<file path="src/rtl/mem_arbiter.sv">
`default_nettype none
// +-----------------------------------------------------------------------+
// | Module   : mem_arbiter                                                |
// | Brief    : Two-port (instruction fetch / data) arbiter in front of a  |
// |            single-port synchronous SRAM with 1-cycle read latency.    |
// |            D wins by default; I wins once it has been denied          |
// |            STARVE_MAX consecutive cycles.                             |
// |            Define MEM_ARB_PERF_EN to build the performance counters.  |
// | Revision : 1.0 - initial release                                      |
// +-----------------------------------------------------------------------+
module mem_arbiter #(
  parameter int ADDR_W     = 8,
  parameter int DATA_W     = 16,
  parameter int STARVE_MAX = 3
) (
  input  logic              clk,
  input  logic              reset,
  input  logic              i_req,
  input  logic [ADDR_W-1:0] i_addr,
  output logic              i_gnt,
  output logic              i_rvalid,
  output logic [DATA_W-1:0] i_rdata,
  input  logic              d_req,
  input  logic              d_we,
  input  logic [ADDR_W-1:0] d_addr,
  input  logic [DATA_W-1:0] d_wdata,
  output logic              d_gnt,
  output logic              d_rvalid,
  output logic [DATA_W-1:0] d_rdata,
  output logic              mem_cs,
  output logic              mem_we,
  output logic [ADDR_W-1:0] mem_addr,
  output logic [DATA_W-1:0] mem_wdata,
  input  logic [DATA_W-1:0] mem_rdata,
  output logic [15:0]       perf_i_cnt,
  output logic [15:0]       perf_d_cnt,
  output logic [15:0]       perf_conf_cnt
);

  // Starvation counter only needs to reach STARVE_MAX.
  localparam int              c_sw         = (STARVE_MAX < 1) ? 1 : $clog2(STARVE_MAX + 1);
  localparam logic [c_sw-1:0] c_starve_max = c_sw'(STARVE_MAX);

  // Owner tag of the read whose data returns this cycle.
  localparam logic [1:0] c_own_none = 2'd0;
  localparam logic [1:0] c_own_i    = 2'd1;
  localparam logic [1:0] c_own_d    = 2'd2;

  logic [1:0]      r_owner;
  logic [c_sw-1:0] r_starve;
  logic            w_starved;
  logic            w_i_gnt;
  logic            w_d_gnt;

  // Grants are purely combinational and forced off while reset is held.
  assign w_starved = (r_starve == c_starve_max);
  assign w_i_gnt   = ~reset & i_req & (~d_req | w_starved);
  assign w_d_gnt   = ~reset & d_req & ~w_i_gnt;
  assign i_gnt     = w_i_gnt;
  assign d_gnt     = w_d_gnt;

  // Steer the granted port onto the SRAM; idle bus is all zeros.
  always_comb begin
    mem_cs    = 1'b0;
    mem_we    = 1'b0;
    mem_addr  = '0;
    mem_wdata = '0;
    if (w_i_gnt) begin
      mem_cs   = 1'b1;
      mem_addr = i_addr;
    end else if (w_d_gnt) begin
      mem_cs    = 1'b1;
      mem_we    = d_we;
      mem_addr  = d_addr;
      mem_wdata = d_wdata;
    end
  end

  // Record who owns the SRAM read data returning next cycle; writes own nothing.
  always_ff @(posedge clk or posedge reset) begin
    if (reset) begin
      r_owner <= c_own_none;
    end else if (w_i_gnt) begin
      r_owner <= c_own_i;
    end else if (w_d_gnt && !d_we) begin
      r_owner <= c_own_d;
    end else begin
      r_owner <= c_own_none;
    end
  end

  // Count consecutive cycles in which a pending fetch was denied.
  always_ff @(posedge clk or posedge reset) begin
    if (reset) begin
      r_starve <= '0;
    end else if (i_req && !w_i_gnt) begin
      if (!w_starved) begin
        r_starve <= r_starve + c_sw'(1);
      end
    end else begin
      r_starve <= '0;
    end
  end

  // Return path: the non-owner port reads zero.
  assign i_rvalid = (r_owner == c_own_i);
  assign d_rvalid = (r_owner == c_own_d);
  assign i_rdata  = i_rvalid ? mem_rdata : '0;
  assign d_rdata  = d_rvalid ? mem_rdata : '0;

`ifdef MEM_ARB_PERF_EN
  logic [15:0] r_perf_i;
  logic [15:0] r_perf_d;
  logic [15:0] r_perf_conf;

  // Saturating grant and conflict counters.
  always_ff @(posedge clk or posedge reset) begin
    if (reset) begin
      r_perf_i    <= '0;
      r_perf_d    <= '0;
      r_perf_conf <= '0;
    end else begin
      if (w_i_gnt && (r_perf_i != 16'hFFFF)) begin
        r_perf_i <= r_perf_i + 16'd1;
      end
      if (w_d_gnt && (r_perf_d != 16'hFFFF)) begin
        r_perf_d <= r_perf_d + 16'd1;
      end
      if (i_req && d_req && (r_perf_conf != 16'hFFFF)) begin
        r_perf_conf <= r_perf_conf + 16'd1;
      end
    end
  end

  assign perf_i_cnt    = r_perf_i;
  assign perf_d_cnt    = r_perf_d;
  assign perf_conf_cnt = r_perf_conf;
`else
  assign perf_i_cnt    = 16'd0;
  assign perf_d_cnt    = 16'd0;
  assign perf_conf_cnt = 16'd0;
`endif

endmodule
`default_nettype wire
</file>
<file path="config.mk">
export PLATFORM = sky130hd
export DESIGN_NAME = mem_arbiter
export DESIGN_NICKNAME = d
export VERILOG_FILES = /design/src/rtl/mem_arbiter.sv
export SDC_FILE = /design/constraint.sdc
export NUM_CORES = 1
export LEC_CHECK = 0
export BUFFER_PORTS_ARGS = -buffer_cell sky130_fd_sc_hd__buf_2
export CAP_MARGIN = 20
export CORE_AREA = 2 2 66 68
export CTS_BUF_LIST = sky130_fd_sc_hd__clkbuf_16
export CTS_CLUSTER_DIAMETER = 50
export CTS_CLUSTER_SIZE = 14
export DETAILED_ROUTE_END_ITERATION = 10
export DIE_AREA = 0 0 68 70
export PLACE_DENSITY = 0.84
export SETUP_SLACK_MARGIN = 0.02
export SYNTH_ARGS = -nofsm -noshare
export SYNTH_HDL_FRONTEND = slang
export SYNTH_SLANG_ARGS = --single-unit
</file>
<file path="constraint.sdc">
create_clock -name clk -period 1.7 [get_ports clk]
set_clock_uncertainty 0.1 [all_clocks]
set_input_delay 0.255 -clock clk [delete_from_list [all_inputs] [get_ports clk]]
set_output_delay 0.255 -clock clk [all_outputs]
set_load 0.01 [all_outputs]
</file>
======== After elaboration in Yosys (flattened, before gate mapping) ========
Index checks and enable logic that the tools add are counted.
word-level totals
  register bits ........................... 4
  bits in latches ......................... 0
  input port bits ......................... 53
  memory bits (writable) .................. 0
  memories kept ........................... 0
  memory bits (read-only) ................. 0
  word-level logic and storage cells ...... 33
cells by class
  muxes and demuxes ....................... 14
  bitwise gates (word level) .............. 8
  shift-type cells ........................ 0
  divide/modulo/power cells ............... 0
  multipliers ............................. 0
  order comparisons ....................... 0
  reductions and logical operators ........ 4
  add/sub/neg operators ................... 1
  equality and inequality tests ........... 4
operator list
  kind                   number
  $mux W16               4
  $mux W8                2
  $mux W2                4
  $and A1 B1 Y1          4
  $eq A2 B2 Y1 const B   2
  $mux W1                4
  $not A1 Y1             3
  $add A2 B1 Y2 const B  1
  $eq A2 B1 Y1 const B   1
  $logic_and A1 B1 Y1    2
  $logic_not A1 Y1       2
  $ne A2 B2 Y1 const B   1
  $or A1 B1 Y1           1

======== Depth between registers and ports, before layout ========
Gate-level depths: netlist (run 1).
  depth after elaboration ................. 8
  mapped depth ............................ 5
  gate-level depth less buffers ........... 3

======== Worst setup path before layout (run 1) ========
No wires, ideal clock.
  path kind ............................... register -> output
  start point ............................. reg r_starve[0]
  end point ............................... out mem_wdata[10]
  required time ........................... 1.345 ns
  cell stages (with the launch flop) ...... 6
  path slack .............................. 0.016 ns
  data arrival time ....................... 1.329 ns
  path through ............................ dfrtp_1 ha_1 and2_1 buf_6 buf_12 nor3b_2
on the way
  cells in the longest elaborated chain, start to end .. 7
ends and longest elaborated chain
  element                   RTL line  RTL
  start: declaration        50        logic [c_sw-1:0] r_starve;
  start signal: assignment  98        r_starve <= r_starve + c_sw'(1);
  $eq A2 B2 Y1 (*)          56        assign w_starved = (r_starve == c_starve_max);
  $or A1 B1 Y1 (*)          57        assign w_i_gnt = ~reset & i_req & (~d_req | w_starved);
  $and A1 B1 Y1 (*)         57
  $not A1 Y1                58        assign w_d_gnt = ~reset & d_req & ~w_i_gnt;
  $and A1 B1 Y1             58
  $mux W16                  71        end else if (w_d_gnt) begin
  $mux W16 (*)              68        if (w_i_gnt) begin
  end: declaration          33        output logic [DATA_W-1:0] mem_wdata,
Mark *: on every way between the ends. The rest lies on a longest branch, timed or not.

======== Worst setup path after layout (run 1) ========
  start point ............................. reg r_starve[1]
  end point ............................... out mem_wdata[5]
Same word-level chain as after synthesis.

==> impl_metrics.toml, run 1 <==
[detailed_routing]
drtPass1Iterations = 4
drtIter0Drc = 21
wirelength_um = 3380
wl_per_cell_um = 10.3
vias = 1303
antenna_left = 0
vias_per_cell = 3.97
drc = 0

[clock_tree]
clockRootBuffer = "clkbuf_16"
cts_inserted_buffers = 3
cts_tree = "built"
ctsHoldBuffers = 0
cts.sinks = 4
htreeDepth = 1
clock_path_buffers = 2
insertion_delay_ps = 220
path_clk_slew_ps = 30

[floorplan]
initial_core_util = 0.307
die_y_um = 70
rows = 24
die-area_um2 = 4760
ios = 163
fp.coreArea_um2 = 4140
die_w_um = 68

[job]
maxCapViolCount = 0

[worst_setup_path]
critPathArrivalTime_ps = 1490
cp-end-kind = "primary output"
critPathRequiredTime_ps = 1340
path_class = "register to primary output"
startpoint_type = "register"
critical_path.max_fanout = 10

[cells_and_area]
area_delta_synth_final_pct = 54.5
nets = 332
drive_above_1_share = 0.594
fillers = 391
final_util = 0.474
fin_cells = 328
num_antenna_cells = 0

[synth]
synth_top_area_cell = "buf_4"
synth.cells.most_frequent = "buf_4, and2_1, nand2b_1, nor3b_1"
async_flop_share = 1.00
synth_edf_count = 0
syn_area_um2 = 1270
seq_area_frac_synth = 0.0787
syn_avg_cell_area_um2 = 8.10
synth_most_common_cell = "buf_4"
ys_ff_latch = 4
yosysWarnings = 0
synth_area_leaders = "buf_4, and2_1, o32ai_2"
ys_types = 27
syn_inst = 157
synth_top_area_share = 0.283
yosys_most_used_dff = "dfrtp_1"

[global_route]
antenna_found_initial = 0
overflow = 0
grt_start_max_net_pins = 20
track_usage = 0.118
grt_pass1_vias = 1064
grt_pass1_wl_um = 4440

[sta]
worst_slack_ps = -147
rsz0062_at_grt = "true"
slew_violations = 0
finalSetupViolCount = 27
min_period_over_period = 1.09
layout_min_cycle_time_ps = 1850
fmax_ghz = 0.541
hold_violations = 0

[placed_design]
io_buffers = 114
placed_cells = 318
gp_congestion = 0.662
dp_hpwl_um = 2660

[pwr]
peakVddDrop_mv = 0.597
leakagePower_nw = 1.15
powerDensity_nw_per_um2 = 464

[min_path]
min_path_type = "input port to async pin"

[outcome]
violations = "setup timing"
outcome = "complete, but fails checks"
## repair_timing
item                       in CTS  in global routing
cloned                          2                  0
buffers inserted                5                  0
resized for setup              19                  6
setup endpoints to repair      57                 27
pin swaps                      13                 11
hold endpoints to repair        0                  0
## kinds of logic (layout without fill, tap and decap cells)
| kind of cell | count (synthesis) | in the layout | synth area share |
|---|---|---|---|
| AO/OA/AOI/OAI | 11 | 11 | 0.121 |
| XOR/XNOR | 1 | 1 | 0.00688 |
| adder cells (fa/ha/maj) | 1 | 1 | 0.00983 |
| buffers and inverters | 60 | 132 | 0.343 |
| flip-flops | 4 | 4 | 0.0787 |
| multiplexers | 1 | 1 | 0.00787 |
| other | 1 | 48 | 0.00295 |
| AND/OR/NAND/NOR | 78 | 78 | 0.430 |
## worst max-delay path, stage by stage (launching register included)
cell	delay, ps
dfrtp_1	410
ha_4	190
and2_4	180
buf_12	150
nor3b_2	180
buf_2	150
## routing by layer
metal / vias to the layer above / GRT usage / share of wire
li1: 656 / - / -
met4: 0 / 0.0200 / 0
met5: - / 0 / 0
met1: 563 / 0.120 / 0.33
met3: 0 / 0.0354 / 0.12
met2: 84 / 0.230 / 0.55
## report_power, final
group / internal (mW) / switching (mW)
Combinational: 0.208 / 0.226
Clock: 0.300 / 0.0598
Sequential: 0.106 / 0.0112
Total: 0.614 / 0.297
## cells in the final DEF, fill, tap and decap left out
master,instances
and2b_2,2
dfrtp_1,4
xor2_1,1
buf_6,3
buf_2,114
nand2_1,1
clkbuf_16,3
a21bo_4,1
nor3b_2,16
o2bb2ai_1,1
buf_4,8
nor3_2,1
nor2_1,3
nor2b_1,1
mux2i_1,1
nand4b_1,1
nor3_4,1
and2_1,32
and2_4,1
ha_4,1
conb_1,48
inv_2,1
o32ai_2,8
buf_12,1
nand2b_1,17
nor3b_4,1
o21ai_0,1
nor2b_4,1
inv_1,1
buf_16,1
## stage by stage
step | TNS [ps] | worst slack [ps] | area (um2) | hold WS (ps) | power, mW
floorplan | 0 | 16.1 | 1450 | 96.9 | 0.427
global placement | 0 | 25.6 | 1710 | 280 | 0.476
detailed placement | -154 | -29.8 | 1710 | 297 | 0.485
CTS | -2750 | -126 | 1930 | 77.4 | 0.910
global route | -4170 | -201 | 1970 | 108 | 0.975
finish | -2800 | -147 | 1970 | 79.1 | 0.911
## worst paths after layout
| kind | from | cells past startpoint | endpoint | slack [ps] |
|---|---|---|---|---|
| hold / removal | reset | 3 | r_owner[0] | 80 |
| max in group asynchronous | reset | 3 | r_starve[1] | 1260 |
| setup reg to reg | r_starve[1] | 6 | r_owner[0] | 330 |
| hold reg to reg | r_starve[1] | 2 | r_starve[1] | 620 |
| setup / recovery | r_starve[1] | 5 | mem_wdata[5] | -150 |
| min in group clk | d_we | 2 | r_owner[1] | 100 |
## layout make-up
class,instances,area (um2),area share
inverter,2,7.51,0.00382
multi-input combinational,140,1010,0.512
sequential,4,100,0.0509
timing repair buffer,127,712,0.362
tap,52,65.1,0.0331
clock buffer,3,75.1,0.0382
## state kept, by name, indices dropped and copies added (netlist names)
signal	count
r_starve	2
r_owner	2
(Power assumes the default switching activity.)
==> run 2: changes to the inputs <==
==> constraint.sdc (replaced) <==
create_clock -name clk -period 1.8 [get_ports clk]
set_clock_uncertainty 0.1 [all_clocks]
set_input_delay 0.27 -clock clk [delete_from_list [all_inputs] [get_ports clk]]
set_output_delay 0.27 -clock clk [all_outputs]
set_load 0.01 [all_outputs]
==> run 2 against run 1 <==
Net effect: the flow still finishes with violations (setup timing); total power fell by 3.3%; largest cell class unchanged; critical path type unchanged; die area unchanged; final cell count increased by 0.61%; critical endpoint unchanged; non-clock buffer count rose by 2; largest power group unchanged.
==> impl_metrics.toml, run 2 (synthesized netlist as in run 1, its figures left out) <==
[job]
maxCapViolCount = 0

[sta]
fmax_ghz = 0.530
slew_violations = 0
min_period_over_period = 1.05
finalSetupViolCount = 25
layout_min_cycle_time_ps = 1890
setup_tns_ps = -954
hold_violations = 0
worst_slack_ps = -85.8
rsz0062_at_grt = "true"

[cells_and_area]
layout_commonest_cell = "buf_2"
drive_above_1_share = 0.594
final_cell_mix = "buf_2, conb_1, and2_1, nand2b_1, nor3b_2"
fin_area_um2 = 2000
nets = 334
top_regs = "r_owner (2), r_starve (2)"
num_antenna_cells = 0
area_delta_synth_final_pct = 57.5

[worst_setup_path]
critPathArrivalTime_ps = 1520
path_delay_family = "flip-flops"
cp_slowest_cell = "dfrtp_1"
startpoint = "r_starve[0]"
cp-end-kind = "primary output"
path_class = "register to primary output"
critPathRequiredTime_ps = 1430
startpoint_type = "register"
rr_startpoint = "r_starve[0]"
path_cells = "ha_4 -> and2_4 -> clkbuf_16 -> nor3b_2 -> buf_2"
cpPeakStageDelay_ps = 410
path_buf_inv = 2
critical_path.max_fanout = 5

[detailed_routing]
vias = 1335
drc = 0
drtIter0Drc = 20
drtPass1Iterations = 4
antenna_left = 0
wirelength_um = 3410
vias_per_cell = 4.05
wl_per_cell_um = 10.3

[clock_tree]
clockRootBuffer = "clkbuf_16"
insertion_delay_ps = 230
cts.sinks = 4
htreeDepth = 1
cts_tree = "built"
path_clk_slew_ps = 30
clock_path_buffers = 2
cts_inserted_buffers = 3

[floorplan]
fp.coreArea_um2 = 4140
die_y_um = 70
ios = 163
initial_core_util = 0.307
die-area_um2 = 4760
die_w_um = 68
rows = 24

[placed_design]
gp_congestion = 0.677
placed_area_um2 = 1710
io_buffers = 114
dp_hpwl_um = 2660

[min_path]
min-delay-start = "d_we"
min_path_type = "input port to register"

[pwr]
peakVddDrop_mv = 0.541
leakagePower_nw = 1.16
powerDensity_nw_per_um2 = 440
p_total_mw = 0.882

[outcome]
outcome = "complete, but fails checks"
violations = "setup timing"

[global_route]
grt_pass1_wl_um = 4550
grt_pass1_vias = 1062
grt_start_max_net_pins = 22
overflow = 0
antenna_found_initial = 0
track_usage = 0.121
[run 2: through the flow]
stage / utilization / setup WS, ps / std cells / hold slack [ps]
6_report: 0.484 / -85.8 / 330 / 118
5_1_grt: 0.484 / -123 / 330 / 127
4_1_cts: 0.461 / -32.2 / 327 / 115
3_5_place_dp: 0.413 / -11.2 / 318 / 196
3_3_place_gp: 0.413 / 60.5 / 318 / 195
2_1_floorplan: - / 101 / 204 / 112
[run 2: power by group]
group	internal, mW	switching, mW
Sequential	0.100	0.00958
Clock	0.284	0.0665
Combinational	0.204	0.217
Total	0.589	0.293
[run 2: worst paths after layout]
path | endpoint | slack (ps) | depth (start not counted)
min reg2reg | r_starve[1] | 640 | 3
min in group asynchronous | r_owner[0] | 560 | 3
min | r_owner[1] | 120 | 2
max in group asynchronous | r_starve[1] | 880 | 3
max | mem_wdata[5] | -90 | 5
max reg2reg | r_owner[1] | 400 | 5
[run 2: final cells by class]
| type | count | area [um2] |
|---|---|---|
| Clock buffer | 3 | 75.1 |
| Fill cell | 391 | 2140 |
| Inverter | 2 | 7.51 |
| Multi-Input combinational cell | 140 | 1010 |
| Sequential cell | 4 | 100 |
| Tap cell | 52 | 65.1 |
| Timing Repair Buffer | 129 | 743 |
[run 2: layer usage]
metal / part of all wire / track usage
met1: 0.33 / 0.122
met2: 0.53 / 0.233
met3: 0.13 / 0.0290
met4: 0.0085 / 0.0333
met5: 0 / 0
[run 2: repair_timing]
action	CTS	global route
cloned	1	1
pin swaps	9	7
resized for setup	12	12
setup buffers	4	2
setup endpoints to repair	27	46
hold buffers	1	0
hold endpoints to repair	4	0
==> run 3: changes to the inputs <==
--- a/config.mk
+++ b/config.mk
@@ -18,3 +18,4 @@
 export SYNTH_ARGS = -nofsm -noshare
 export SYNTH_HDL_FRONTEND = slang
 export SYNTH_SLANG_ARGS = --single-unit
+export TNS_END_PERCENT = 30
==> run 3 against run 2 <==
Net effect: the run still ends with setup timing left; wire length is 2.2% lower; setup slack improved by 15 ps; clock power is essentially flat; fmax rose by 0.79%; final cell count down 0.91%; sequential share of layout area is 0.15 points higher; register-to-register slack gained 70 ps; first-iteration DRC count fell by 35%; largest cell class unchanged.
==> impl_metrics.toml, run 3 (synthesized netlist as in run 1, its figures left out) <==
[outcome]
outcome = "complete, but fails checks"
violations = "setup timing"

[min_path]
min-delay-start = "d_we"
hold-path-cell-count = 2
holdPathEnd = "r_owner[1]"
min_path_type = "input port to register"

[placed_design]
gp_congestion = 0.677
placed_area_um2 = 1710
dp_hpwl_um = 2660
io_buffers = 114

[detailed_routing]
drtPass1Iterations = 4
drc = 0
antenna_left = 0
vias_per_cell = 4.07
vias = 1332
wirelength_um = 3340
wl_per_cell_um = 10.2
drtIter0Drc = 13

[worst_setup_path]
r2r_end = "r_starve[0]"
cp-end-kind = "primary output"
cpPeakStageDelay_ps = 400
rr_worst_depth = 5
critPathRequiredTime_ps = 1430
path_class = "register to primary output"
path_delay_family = "flip-flops"
critPathArrivalTime_ps = 1500
rr_startpoint = "r_starve[0]"
critical_path.max_fanout = 10
path_cells = "ha_4 -> and2_4 -> buf_12 -> nor3b_2 -> buf_2"
cp_slowest_cell = "dfrtp_1"
startpoint_type = "register"
regToRegSetupSlack_ps = 470
path_buf_inv = 2

[clock_tree]
clockRootBuffer = "clkbuf_16"
insertion_delay_ps = 230
cts_tree = "built"
cts.sinks = 4
path_clk_slew_ps = 30
cts_inserted_buffers = 3
clock_path_buffers = 2
htreeDepth = 1

[sta]
fmax_ghz = 0.534
worst_slack_ps = -71.0
finalSetupViolCount = 17
rsz0062_at_grt = "true"
hold_violations = 0
layout_min_cycle_time_ps = 1870
slew_violations = 0
min_period_over_period = 1.04

[cells_and_area]
area_delta_synth_final_pct = 52.8
nets = 331
fillers = 390
top_regs = "r_owner (2), r_starve (2)"
drive_above_1_share = 0.582
layout_commonest_cell = "buf_2"
num_antenna_cells = 0
register_area_um2 = 100
final_util = 0.469
multiInputGateArea_um2 = 993
final_cell_mix = "buf_2, conb_1, and2_1, nand2b_1, nor3b_2"
fin_area_um2 = 1940

[floorplan]
die-area_um2 = 4760
die_y_um = 70
die_w_um = 68
rows = 24
ios = 163
initial_core_util = 0.307
fp.coreArea_um2 = 4140

[pwr]
p_total_mw = 0.866
leakagePower_nw = 1.13
peakVddDrop_mv = 0.549
powerDensity_nw_per_um2 = 445

[global_route]
grt_pass1_vias = 1065
overflow = 0
track_usage = 0.119
grt_pass1_wl_um = 4510
antenna_found_initial = 0
grt_start_max_net_pins = 22

[job]
maxCapViolCount = 0
[run 3: layout make-up]
class	instances	area share
Multi-Input combinational cell	140	0.511
Timing Repair Buffer	126	0.362
Sequential cell	4	0.0515
Clock buffer	3	0.0386
Tap cell	52	0.0335
Inverter	2	0.00386
[run 3: worst max path at each step]
stage,end,cells past startpoint,from,slack (ps)
2_1_floorplan,mem_wdata[10],5,r_starve[0],100
3_3_place_gp,mem_wdata[3],5,r_starve[0],60
3_5_place_dp,mem_wdata[2],5,r_starve[0],-10
4_1_cts,mem_wdata[5],5,r_starve[1],-30
5_1_grt,mem_wdata[15],5,r_starve[0],-110
6_report,mem_wdata[15],5,r_starve[0],-70
[run 3: per-layer routing]
| layer | wire length, um | global-route usage |
|---|---|---|
| met1 | 1100 | 0.118 |
| met2 | 1760 | 0.233 |
| met3 | 442 | 0.0290 |
| met5 | 0 | 0 |
| met4 | 29 | 0.0333 |
[run 3: power breakdown]
| part | internal, mW | leakage (nW) | total [mW] | switching [mW] |
|---|---|---|---|---|
| Sequential | 0.100 | 0.0528 | 0.109 | 0.00920 |
| Clock | 0.284 | 0.0370 | 0.350 | 0.0662 |
| Combinational | 0.195 | 1.04 | 0.406 | 0.211 |
[run 3: repair_timing]
action	in CTS	in global routing
endpoints found under the hold margin	4	0
buffers inserted	3	1
hold buffers	1	0
pin swaps	10	11
gates resized for setup	11	9
gates cloned	1	0
endpoints found under the setup margin	27	47
[run 3: per-stage QoR]
step                std cells  hold slack [ps]  setup slack, ps  setup TNS, ps
detailed placement        318              196            -11.2          -11.2
floorplan                 204              112              101              0
CTS                       326              117            -32.2           -438
global route              327              129             -107          -1720
finish                    327              120            -71.0           -537
global placement          318              195             60.5              0
[run 3: worst register-to-register path, cell delays in order, from the launching register on]
cell	delay, ps
dfrtp_1	400
ha_4	190
buf_4	130
buf_4	130
xor2_1	130
o2bb2ai_1	160
